## config.mk

```make
export PLATFORM = sky130hd
export DESIGN_NAME = tt_mux_ctrl
export DESIGN_NICKNAME = d
export VERILOG_FILES = /design/src/rtl/tt_mux_ctrl_pkg.sv /design/src/rtl/tt_mux_ctrl_timer.sv /design/src/rtl/tt_mux_ctrl.sv
export SDC_FILE = /design/constraint.sdc
export NUM_CORES = 1
export LEC_CHECK = 0
export ABC_AREA = 0
export BUFFER_PORTS_ARGS = -buffer_cell sky130_fd_sc_hd__buf_4
export CORE_MARGIN = 2
export CORE_UTILIZATION = 35
export CTS_CLUSTER_DIAMETER = 60
export DETAILED_ROUTE_END_ITERATION = 10
export GPL_TIMING_DRIVEN = 0
export HOLD_SLACK_MARGIN = 0.15
export PLACE_DENSITY = 0.55
export SKIP_LAST_GASP = 1
export SYNTH_ARGS = -nofsm -noshare
export SYNTH_HDL_FRONTEND = slang
export SYNTH_SLANG_ARGS = --single-unit
```

## constraint.sdc

```tcl
create_clock -name clk -period 2.1 [get_ports clk]
set_clock_uncertainty 0.1 [all_clocks]
set_input_delay 0.21 -clock clk [delete_from_list [all_inputs] [get_ports clk]]
set_output_delay 0.21 -clock clk [all_outputs]
set_load 0.03 [all_outputs]
```

## src/rtl/tt_mux_ctrl_pkg.sv

```systemverilog
// Shared types and helpers for the spine mux sequencer.
// Holds the state encoding, address width and the select-line mapping.
package tt_mux_ctrl_pkg;

  localparam int ADDR_W = 10;
  localparam int CNT_W  = 8;

  typedef enum logic [2:0] {
    ST_PARK   = 3'd0,
    ST_DROP   = 3'd1,
    ST_SWITCH = 3'd2,
    ST_URST   = 3'd3,
    ST_RUN    = 3'd4
  } state_e;

  // Design index {mux_addr, um_idx} -> row mux select wiring.
  function automatic logic [ADDR_W-1:0] sel_map(input logic [ADDR_W-1:0] addr);
    logic [4:0] a;
    logic [4:0] u;
    a = addr[9:5];
    u = addr[4:0];
    return {a[4:1], u[0], a[0], u[4:1]};
  endfunction

endpackage

```

## src/rtl/tt_mux_ctrl_timer.sv

```systemverilog
// Loadable 8-bit down-counter shared by the timed sequencer phases.
// Holds at zero; done is high whenever the count is zero.
module tt_mux_ctrl_timer
  import tt_mux_ctrl_pkg::*;
(
  input  logic             clk,
  input  logic             rst,
  input  logic             load_i,
  input  logic [CNT_W-1:0] load_val_i,
  output logic [CNT_W-1:0] value_o,
  output logic             done_o
);

  logic [CNT_W-1:0] cnt_q;

  always_ff @(posedge clk or posedge rst) begin
    if (rst) begin
      cnt_q <= '0;
    end else if (load_i) begin
      cnt_q <= load_val_i;
    end else if (cnt_q != '0) begin
      cnt_q <= cnt_q - 1'b1;
    end
  end

  assign value_o = cnt_q;
  assign done_o  = (cnt_q == '0);

endmodule

```

## src/rtl/tt_mux_ctrl.sv

```systemverilog
// Spine mux sequencer: drops enable, changes select, re-enables, then
// releases the user reset so a user design switch never glitches the spine.
//
//   state  | meaning
//   PARK   | nothing selected, enable and user reset held low
//   DROP   | enable low, guard time before the select may move
//   SWITCH | new select driven, settling with enable low
//   URST   | enable high, user design still in reset
//   RUN    | user design enabled and out of reset
module tt_mux_ctrl
  import tt_mux_ctrl_pkg::*;
#(
  parameter int unsigned GUARD_CYCLES  = 4,
  parameter int unsigned SETTLE_CYCLES = 4,
  parameter int unsigned RST_CYCLES    = 8
) (
  input  logic              clk,
  input  logic              rst,
  input  logic              req_valid,
  output logic              req_ready,
  input  logic              req_off,
  input  logic [ADDR_W-1:0] req_addr,
  output logic [ADDR_W-1:0] spine_sel,
  output logic              spine_ena,
  output logic              um_rst_n,
  output logic [ADDR_W-1:0] cur_addr,
  output logic              active,
  output logic              busy
);

  localparam logic [CNT_W-1:0] GUARD_LD  = 8'(GUARD_CYCLES - 1);
  localparam logic [CNT_W-1:0] SETTLE_LD = 8'(SETTLE_CYCLES - 1);
  localparam logic [CNT_W-1:0] RST_LD    = 8'(RST_CYCLES - 1);
  localparam logic [CNT_W-1:0] TMR_MAX   =
    (GUARD_LD > SETTLE_LD) ? ((GUARD_LD > RST_LD) ? GUARD_LD : RST_LD)
                           : ((SETTLE_LD > RST_LD) ? SETTLE_LD : RST_LD);

  state_e            state_q;
  logic [ADDR_W-1:0] addr_q;
  logic              off_q;
  logic              busy_q;
  logic              ready_q;
  logic [ADDR_W-1:0] sel_q;
  logic [ADDR_W-1:0] cur_q;
  logic              ena_q;
  logic              rstn_q;
  logic              active_q;

  logic              accept;
  logic              tmr_load;
  logic [CNT_W-1:0]  tmr_val;
  logic [CNT_W-1:0]  tmr_value;
  logic              tmr_done;

  assign accept = req_valid & ready_q;

  // Timer reload happens on the same edge the FSM enters a timed phase.
  always_comb begin
    tmr_load = 1'b0;
    tmr_val  = '0;
    case (state_q)
      ST_PARK: begin
        if (accept && !req_off) begin
          tmr_load = 1'b1;
          tmr_val  = SETTLE_LD;
        end
      end
      ST_RUN: begin
        if (accept) begin
          tmr_load = 1'b1;
          tmr_val  = GUARD_LD;
        end
      end
      ST_DROP: begin
        if (tmr_done && !off_q) begin
          tmr_load = 1'b1;
          tmr_val  = SETTLE_LD;
        end
      end
      ST_SWITCH: begin
        if (tmr_done) begin
          tmr_load = 1'b1;
          tmr_val  = RST_LD;
        end
      end
      default: begin
      end
    endcase
  end

  tt_mux_ctrl_timer u_timer (
    .clk        (clk),
    .rst        (rst),
    .load_i     (tmr_load),
    .load_val_i (tmr_val),
    .value_o    (tmr_value),
    .done_o     (tmr_done)
  );

  always_ff @(posedge clk or posedge rst) begin
    if (rst) begin
      state_q <= ST_PARK;
      addr_q  <= '0;
      off_q   <= 1'b0;
      busy_q  <= 1'b0;
      ready_q <= 1'b1;
    end else begin
      case (state_q)
        ST_PARK: begin
          // An off request while parked is accepted and ignored.
          if (accept && !req_off) begin
            state_q <= ST_SWITCH;
            addr_q  <= req_addr;
            off_q   <= 1'b0;
            busy_q  <= 1'b1;
            ready_q <= 1'b0;
          end
        end
        ST_RUN: begin
          if (accept) begin
            state_q <= ST_DROP;
            off_q   <= req_off;
            if (!req_off) addr_q <= req_addr;
            busy_q  <= 1'b1;
            ready_q <= 1'b0;
          end
        end
        ST_DROP: begin
          if (tmr_done) begin
            if (off_q) begin
              state_q <= ST_PARK;
              busy_q  <= 1'b0;
              ready_q <= 1'b1;
            end else begin
              state_q <= ST_SWITCH;
            end
          end
        end
        ST_SWITCH: begin
          if (tmr_done) state_q <= ST_URST;
        end
        ST_URST: begin
          if (tmr_done) begin
            state_q <= ST_RUN;
            busy_q  <= 1'b0;
            ready_q <= 1'b1;
          end
        end
        default: begin
          state_q <= ST_PARK;
          busy_q  <= 1'b0;
          ready_q <= 1'b1;
        end
      endcase
    end
  end

  // Spine-facing bits are a registered decode of the state, one edge behind it.
  always_ff @(posedge clk or posedge rst) begin
    if (rst) begin
      sel_q    <= '0;
      cur_q    <= '0;
      ena_q    <= 1'b0;
      rstn_q   <= 1'b0;
      active_q <= 1'b0;
    end else begin
      ena_q    <= (state_q == ST_URST) || (state_q == ST_RUN);
      rstn_q   <= (state_q == ST_RUN);
      active_q <= (state_q == ST_RUN);
      if (state_q == ST_SWITCH) begin
        sel_q <= sel_map(addr_q);
        cur_q <= addr_q;
      end
    end
  end

  assign spine_sel = sel_q;
  assign cur_addr  = cur_q;
  assign spine_ena = ena_q;
  assign um_rst_n  = rstn_q;
  assign active    = active_q;
  assign busy      = busy_q;
  assign req_ready = ready_q;

  a_sel_quiet: assert property (@(posedge clk) disable iff (rst)
    !$stable(sel_q) |-> (!ena_q && !$past(ena_q)));

  a_rstn_ena: assert property (@(posedge clk) disable iff (rst)
    rstn_q |-> ena_q);

  a_busy_state: assert property (@(posedge clk) disable iff (rst)
    busy_q == !(state_q inside {ST_PARK, ST_RUN}));

  a_ready_busy: assert property (@(posedge clk) disable iff (rst)
    ready_q == !busy_q);

  a_tmr_range: assert property (@(posedge clk) disable iff (rst)
    tmr_value <= TMR_MAX);

endmodule

```

# Word-level counts from Yosys, hierarchy flattened
# Cells that the tools add are included.
totals:
  ff_bits: 46
  latchBits: 0
  mem_bits_rw: 0
  romBits: 0
  inputBits: 14
  out_inout_bits: 25
  wordCells: 75
  mem_count: 0
classes:
  n_addsub: 1
  mul: 0
  div: 0
  magnitude_cmp: 0
  n_eq_ne: 11
  n_shift: 0
  n_mux: 37
  bitwise: 2
  n_reduce_logical: 14
ops:
  columns: ["operator", "count"]
  rows:
  - ["10-bit 2-to-1 mux", 3]
  - ["10-bit case mux with 2 select lines", 1]
  - ["3-bit 2-to-1 mux", 6]
  - ["8-bit 2-to-1 mux", 2]
  - ["1-bit 2-to-1 mux", 15]
  - ["3-bit case mux with 5 select lines", 1]
  - ["2-bit != test (second input constant)", 7]
  - ["3-bit case mux with 4 select lines", 1]
  - ["1-bit case mux with 5 select lines", 2]
  - ["8-bit zero test", 1]
  - ["2-bit 2-to-1 mux", 4]
  - ["8-bit nonzero test", 1]
  - ["8-bit by 1-bit subtractor with 8-bit output (second input constant)", 1]
  - ["3-bit by 2-bit equality test with 1-bit output (second input constant)", 2]
  - ["6-bit AND reduction", 1]
  - ["5-bit AND reduction", 1]
  - ["1-bit case mux with 4 select lines", 1]
  - ["4-bit AND reduction", 1]
  - ["2-bit nonzero test", 2]
  - ["3-bit by 1-bit equality test with 1-bit output (second input constant)", 1]
  - ["3-bit equality test (second input constant)", 1]
  - ["3-bit zero test", 1]
  - ["3-bit AND reduction", 1]
  - ["1-bit logical AND", 2]
  - ["5 further kinds", 6]

# Logic depth before layout (Yosys ltp)
depth:
  depth_word: 5
  mapped_depth: 6
  depth_no_buf: 5

# Cells and area by module
# From an unflattened synthesis, not the netlist that was laid out.
unflattened:
  hier_cells: 152
  area_unflattened_um2: 1785.5
by_module_without_submodules:
  columns: ["module", "instances", "cells_each", "area_each_um2", "seq_area_each_um2"]
  rows:
  - ["tt_mux_ctrl", 1, 96, 1288.7, 701.9]
  - ["tt_mux_ctrl_timer", 1, 56, 496.7, 200.2]

# Worst setup path after synthesis
# No wires, ideal clock.
synth_timing:
  path_kind: "register to register"
  startpoint: "register u_timer.cnt_q[0], in the netlist u_timer.value_o[0]"
  endpoint: "register u_timer.cnt_q[6], in the netlist u_timer.value_o[6]"
  setup_time_ps: 87
  arrival_time_ps: 1902
  t_required_ps: 1913
  slack_ps: 11
  path_stages_with_launch: 7
  path_buffers: 1
  period_less_slack_ps: 2089
  cell_sequence: "dfrtp_1 inv_1 ha_1 or4b_1 buf_2 or4b_4 a211oi_2"
synth_between:
  elab_chain_len: 5
  elab_cells_between_ends: 10
  cone_classes: "add/sub: 1; mux: 5; reduce/logical: 4"
synth_rtl:
  columns: ["element", "line", "text"]
  rows:
  - ["start, declared", "tt_mux_ctrl_timer.sv:14", "logic [CNT_W-1:0] cnt_q;"]
  - ["start signal, assigned", "tt_mux_ctrl_timer.sv:20", "cnt_q <= load_val_i;"]
  - ["start signal, assigned", "tt_mux_ctrl_timer.sv:22", "cnt_q <= cnt_q - 1'b1;"]
  - ["parallel branches: the longest is 5 deep, another holds 8-bit by 1-bit subtractor with 8-bit output", null, null]
# Several ways; the timed one is not identified. The select of a mux whose other input is x is not followed.
# A chain may end at the register's enable or synchronous reset.

# Worst setup path after layout
# Ends and elaborated chain as after synthesis.

==> impl_metrics.csv <==
group,metric,value,unit
outcome,outcome,"finished, final reports clean",
logic_synthesis,syn_nets,164,
timing,worstMarginPinSlew,683.6,ps
setup_path,cp.required,2210,ps
clock_tree,cts_made_buffers,5,
timing,final.setup.tns,0,ps
placement,place_ws,-342.8,ps
setup_path,crit_chain,"inv_2 -> ha_4 -> or4b_4 -> buf_6 -> or4b_4 -> a211oi_2",
logic_synthesis,synth.most_common_cell,"dfrtp_1",
clock_tree,cts_tree,"built",
cells_and_area,nets,227,
route,wirelength,4.051,mm
logic_synthesis,yosys.area.top_type,"dfrtp_1",
die,die_area,5549,um2
route,avgViaCountPerCell,5.050,
clock_tree,root_buffer,"clkbuf_8",
logic_synthesis,synth-main-ff-cell,"dfrtp_1",
die,io_pins,39,
setup_path,cpMaxStageDelayCell,"or4b_4",
logic_synthesis,syn_area_per_cell,11.67,um2
clock_tree,clockBufferDepth,2,
setup_path,end_kind,"flop",
logic_synthesis,synth_area_leaders,"dfrtp_1, mux2_2, buf_4",
route,first_iter_violations,107,
timing,clock.fmax,0.4842,GHz
die,die_y,74.49,um
pwr,p_leak,1.129,nW
logic_synthesis,synth_cells,149,
logic_synthesis,synth_edf_count,0,
logic_synthesis,ys_seq_area_frac,0.5187,
timing,hold_ws,181.6,ps
placement,port_buffers,38,
global_route,overflow,0,
global_route,antenna_found_initial,0,
setup_path,arrival,2180,ps
route,post_drt_wl_per_cell,14.47,um
timing,finalSetupViolCount,0,
global_route,grt_pass1_vias,1336,
timing,rsz0062_at_grt,"yes",
setup_path,worstSetupStartpointType,"flop",
setup_path,max_stage_delay,470,ps
die,core-area,4755,um2
setup_path,critPathMaxFanout,4,
timing,maxSlewViolCount,0,
pwr,irDropWorstVdd,0.0007555,V
die,fp.dieW,74.49,um
timing,min_period_over_period,0.9836,
cells_and_area,fillers,444,
route,first_pass_iters,4,
die,row_count,25,
logic_synthesis,synthTopCellsByCount,"dfrtp_1, mux2_2, buf_4, o21ai_0",
route,drc_errors,0,
cells_and_area,drive_gt1_frac,0.4507,
clock_tree,htreeDepth,2,
logic_synthesis,synth_warnings,0,
placement,place.gp.congestion,0.8909,
clock_tree,cts_num_sinks,36,
die,initial_core_util,0.3658,
timing,fin_ws,34.53,ps
clock_tree,clk_transition_reported_paths,70,ps
logic_synthesis,netlist_area,1739,um2
logic_synthesis,async_reset_ff_frac,1.000,
min_path,hold_class,"in2reg",
logic_synthesis,synth.distinct_cells,39,
global_route,grt_pass1_wl,6.368,mm
timing,fin_crit,2065,ps
global_route,grt_use_total,0.1535,
timing,slew_headroom,0.5418,
logic_synthesis,synth_top_area_frac,0.5036,
route,vias,1414,
setup_path,path_buf_inv,2,
global_route,grt_max_degree,25,
pwr,power_density,1425,nW/um2
clock_tree,clock_latency,290,ps
run,drv_cap,0,
setup_path,path_delay_family,"simple AND/OR/NAND/NOR gates",
setup_path,cpMostUsedCell,"or4b_4",
cells_and_area,syn2layout_area_growth,40.58,%
setup_path,critPathKind,"reg2reg",
cells_and_area,antennaDiodeCount,0,
logic_synthesis,yosys_register_bits,36,
placement,dp_hpwl,2.789,mm
route,antenna_left,0,
timing,hold_viol,0,
area by class of cell:
cell class | instances | area, um2 | area share
multi-input cells | 90 | 743.2 | 0.3040
flip-flops and latches | 36 | 902.1 | 0.3690
repair buffers | 56 | 470.5 | 0.1924
inverters | 5 | 18.77 | 0.007677
clock buffers | 6 | 72.57 | 0.02968
well taps | 67 | 83.83 | 0.03429
plain buffers | 18 | 118.9 | 0.04862
clock inverters | 2 | 35.03 | 0.01433
cells in the final DEF, fill, tap and decap left out, types with 2 or more instances in the layout:
| cell type | instances |
|---|---|
| o211ai_1 | 3 |
| clkbuf_1 | 5 |
| a211oi_1 | 4 |
| clkbuf_8 | 5 |
| nand2b_1 | 4 |
| a31oi_1 | 2 |
| buf_4 | 54 |
| nor2b_1 | 3 |
| o21ai_0 | 8 |
| nor3b_1 | 3 |
| or4_1 | 3 |
| a21oi_1 | 4 |
| nor3_1 | 2 |
| or3_1 | 3 |
| or4b_4 | 2 |
| nor2_1 | 3 |
| nand2_1 | 5 |
| inv_1 | 3 |
| mux2_2 | 20 |
| inv_2 | 2 |
| dlygate4sd3_1 | 12 |
| nor4b_1 | 2 |
| o31ai_1 | 2 |
| dfrtp_1 | 35 |
through the flow:
stage          instances  utilization  area, um2  power, mW
6_report             280       0.5142       2445      3.485
5_1_grt              280       0.5142       2445      3.702
4_1_cts              276       0.5042       2397      3.430
3_5_place_dp         255       0.4492       2136      2.738
3_3_place_gp         254       0.4434       2108      2.676
2_1_floorplan        149            -       1739      2.206
state kept, by name, summed over array words and instances, names as in the netlist:
signal / count
addr_q: 10
spine_sel: 10
u_timer.value_o: 8
state_q: 3
active: 1
busy: 1
off_q: 1
req_ready: 1
spine_ena: 1
power breakdown:
group	total (mW)	leakage [nW]	internal [mW]	switching [mW]
Clock	0.614	0.0552	0.353	0.262
Sequential	1.15	0.459	0.930	0.222
Combinational	1.72	0.615	0.799	0.920
Total	3.48	1.13	2.08	1.40
worst register-to-register path, cell delays in order, from the launching register on:
cell      delay (ps)
dfrtp_1          400
inv_2             80
ha_4             130
or4b_4           450
buf_6            140
or4b_4           480
a211oi_2         210
per-layer routing:
metal / global-route usage / up-vias / routed length (um)
met5: 0 / - / 0
met4: 0.05952 / 0 / 53
met3: 0.04472 / 7 / 126
met2: 0.2448 / 25 / 2097
met1: 0.1974 / 716 / 1774
li1: - / 666 / -
what timing repair did:
action / 4_1_cts / 5_1_grt
hold buffers: 12 / 0
setup endpoints to repair: 11 / 15
setup buffers: 1 / 4
resized for setup: 7 / 5
pin swaps: 1 / 3
endpoints found under the hold margin: 22 / 0
cells by family (layout without fill, tap and decap cells):
logic type	count (synthesis)	count (layout)	synth area share
AO/OA/AOI/OAI	32	32	0.1302
multiplexers	20	20	0.1295
flip-flops	36	36	0.5187
adder cells (fa/ha/maj)	1	1	0.007193
AND/OR/NAND/NOR	37	37	0.1396
buffers and inverters	23	87	0.07482
final timing paths:
check	start	slack (ps)	cells past startpoint	endpoint
setup / recovery	u_timer.value_o[0]	30	6	u_timer.value_o[6]
hold / removal	req_off	180	3	addr_q[8]
setup reg to reg	u_timer.value_o[0]	30	6	u_timer.value_o[6]
hold reg to reg	addr_q[1]	410	1	addr_q[1]
max in group asynchronous	rst	940	4	u_timer.value_o[3]
min in group asynchronous	rst	440	3	state_q[0]
Note: power is estimated with default switching activity, not from simulation.
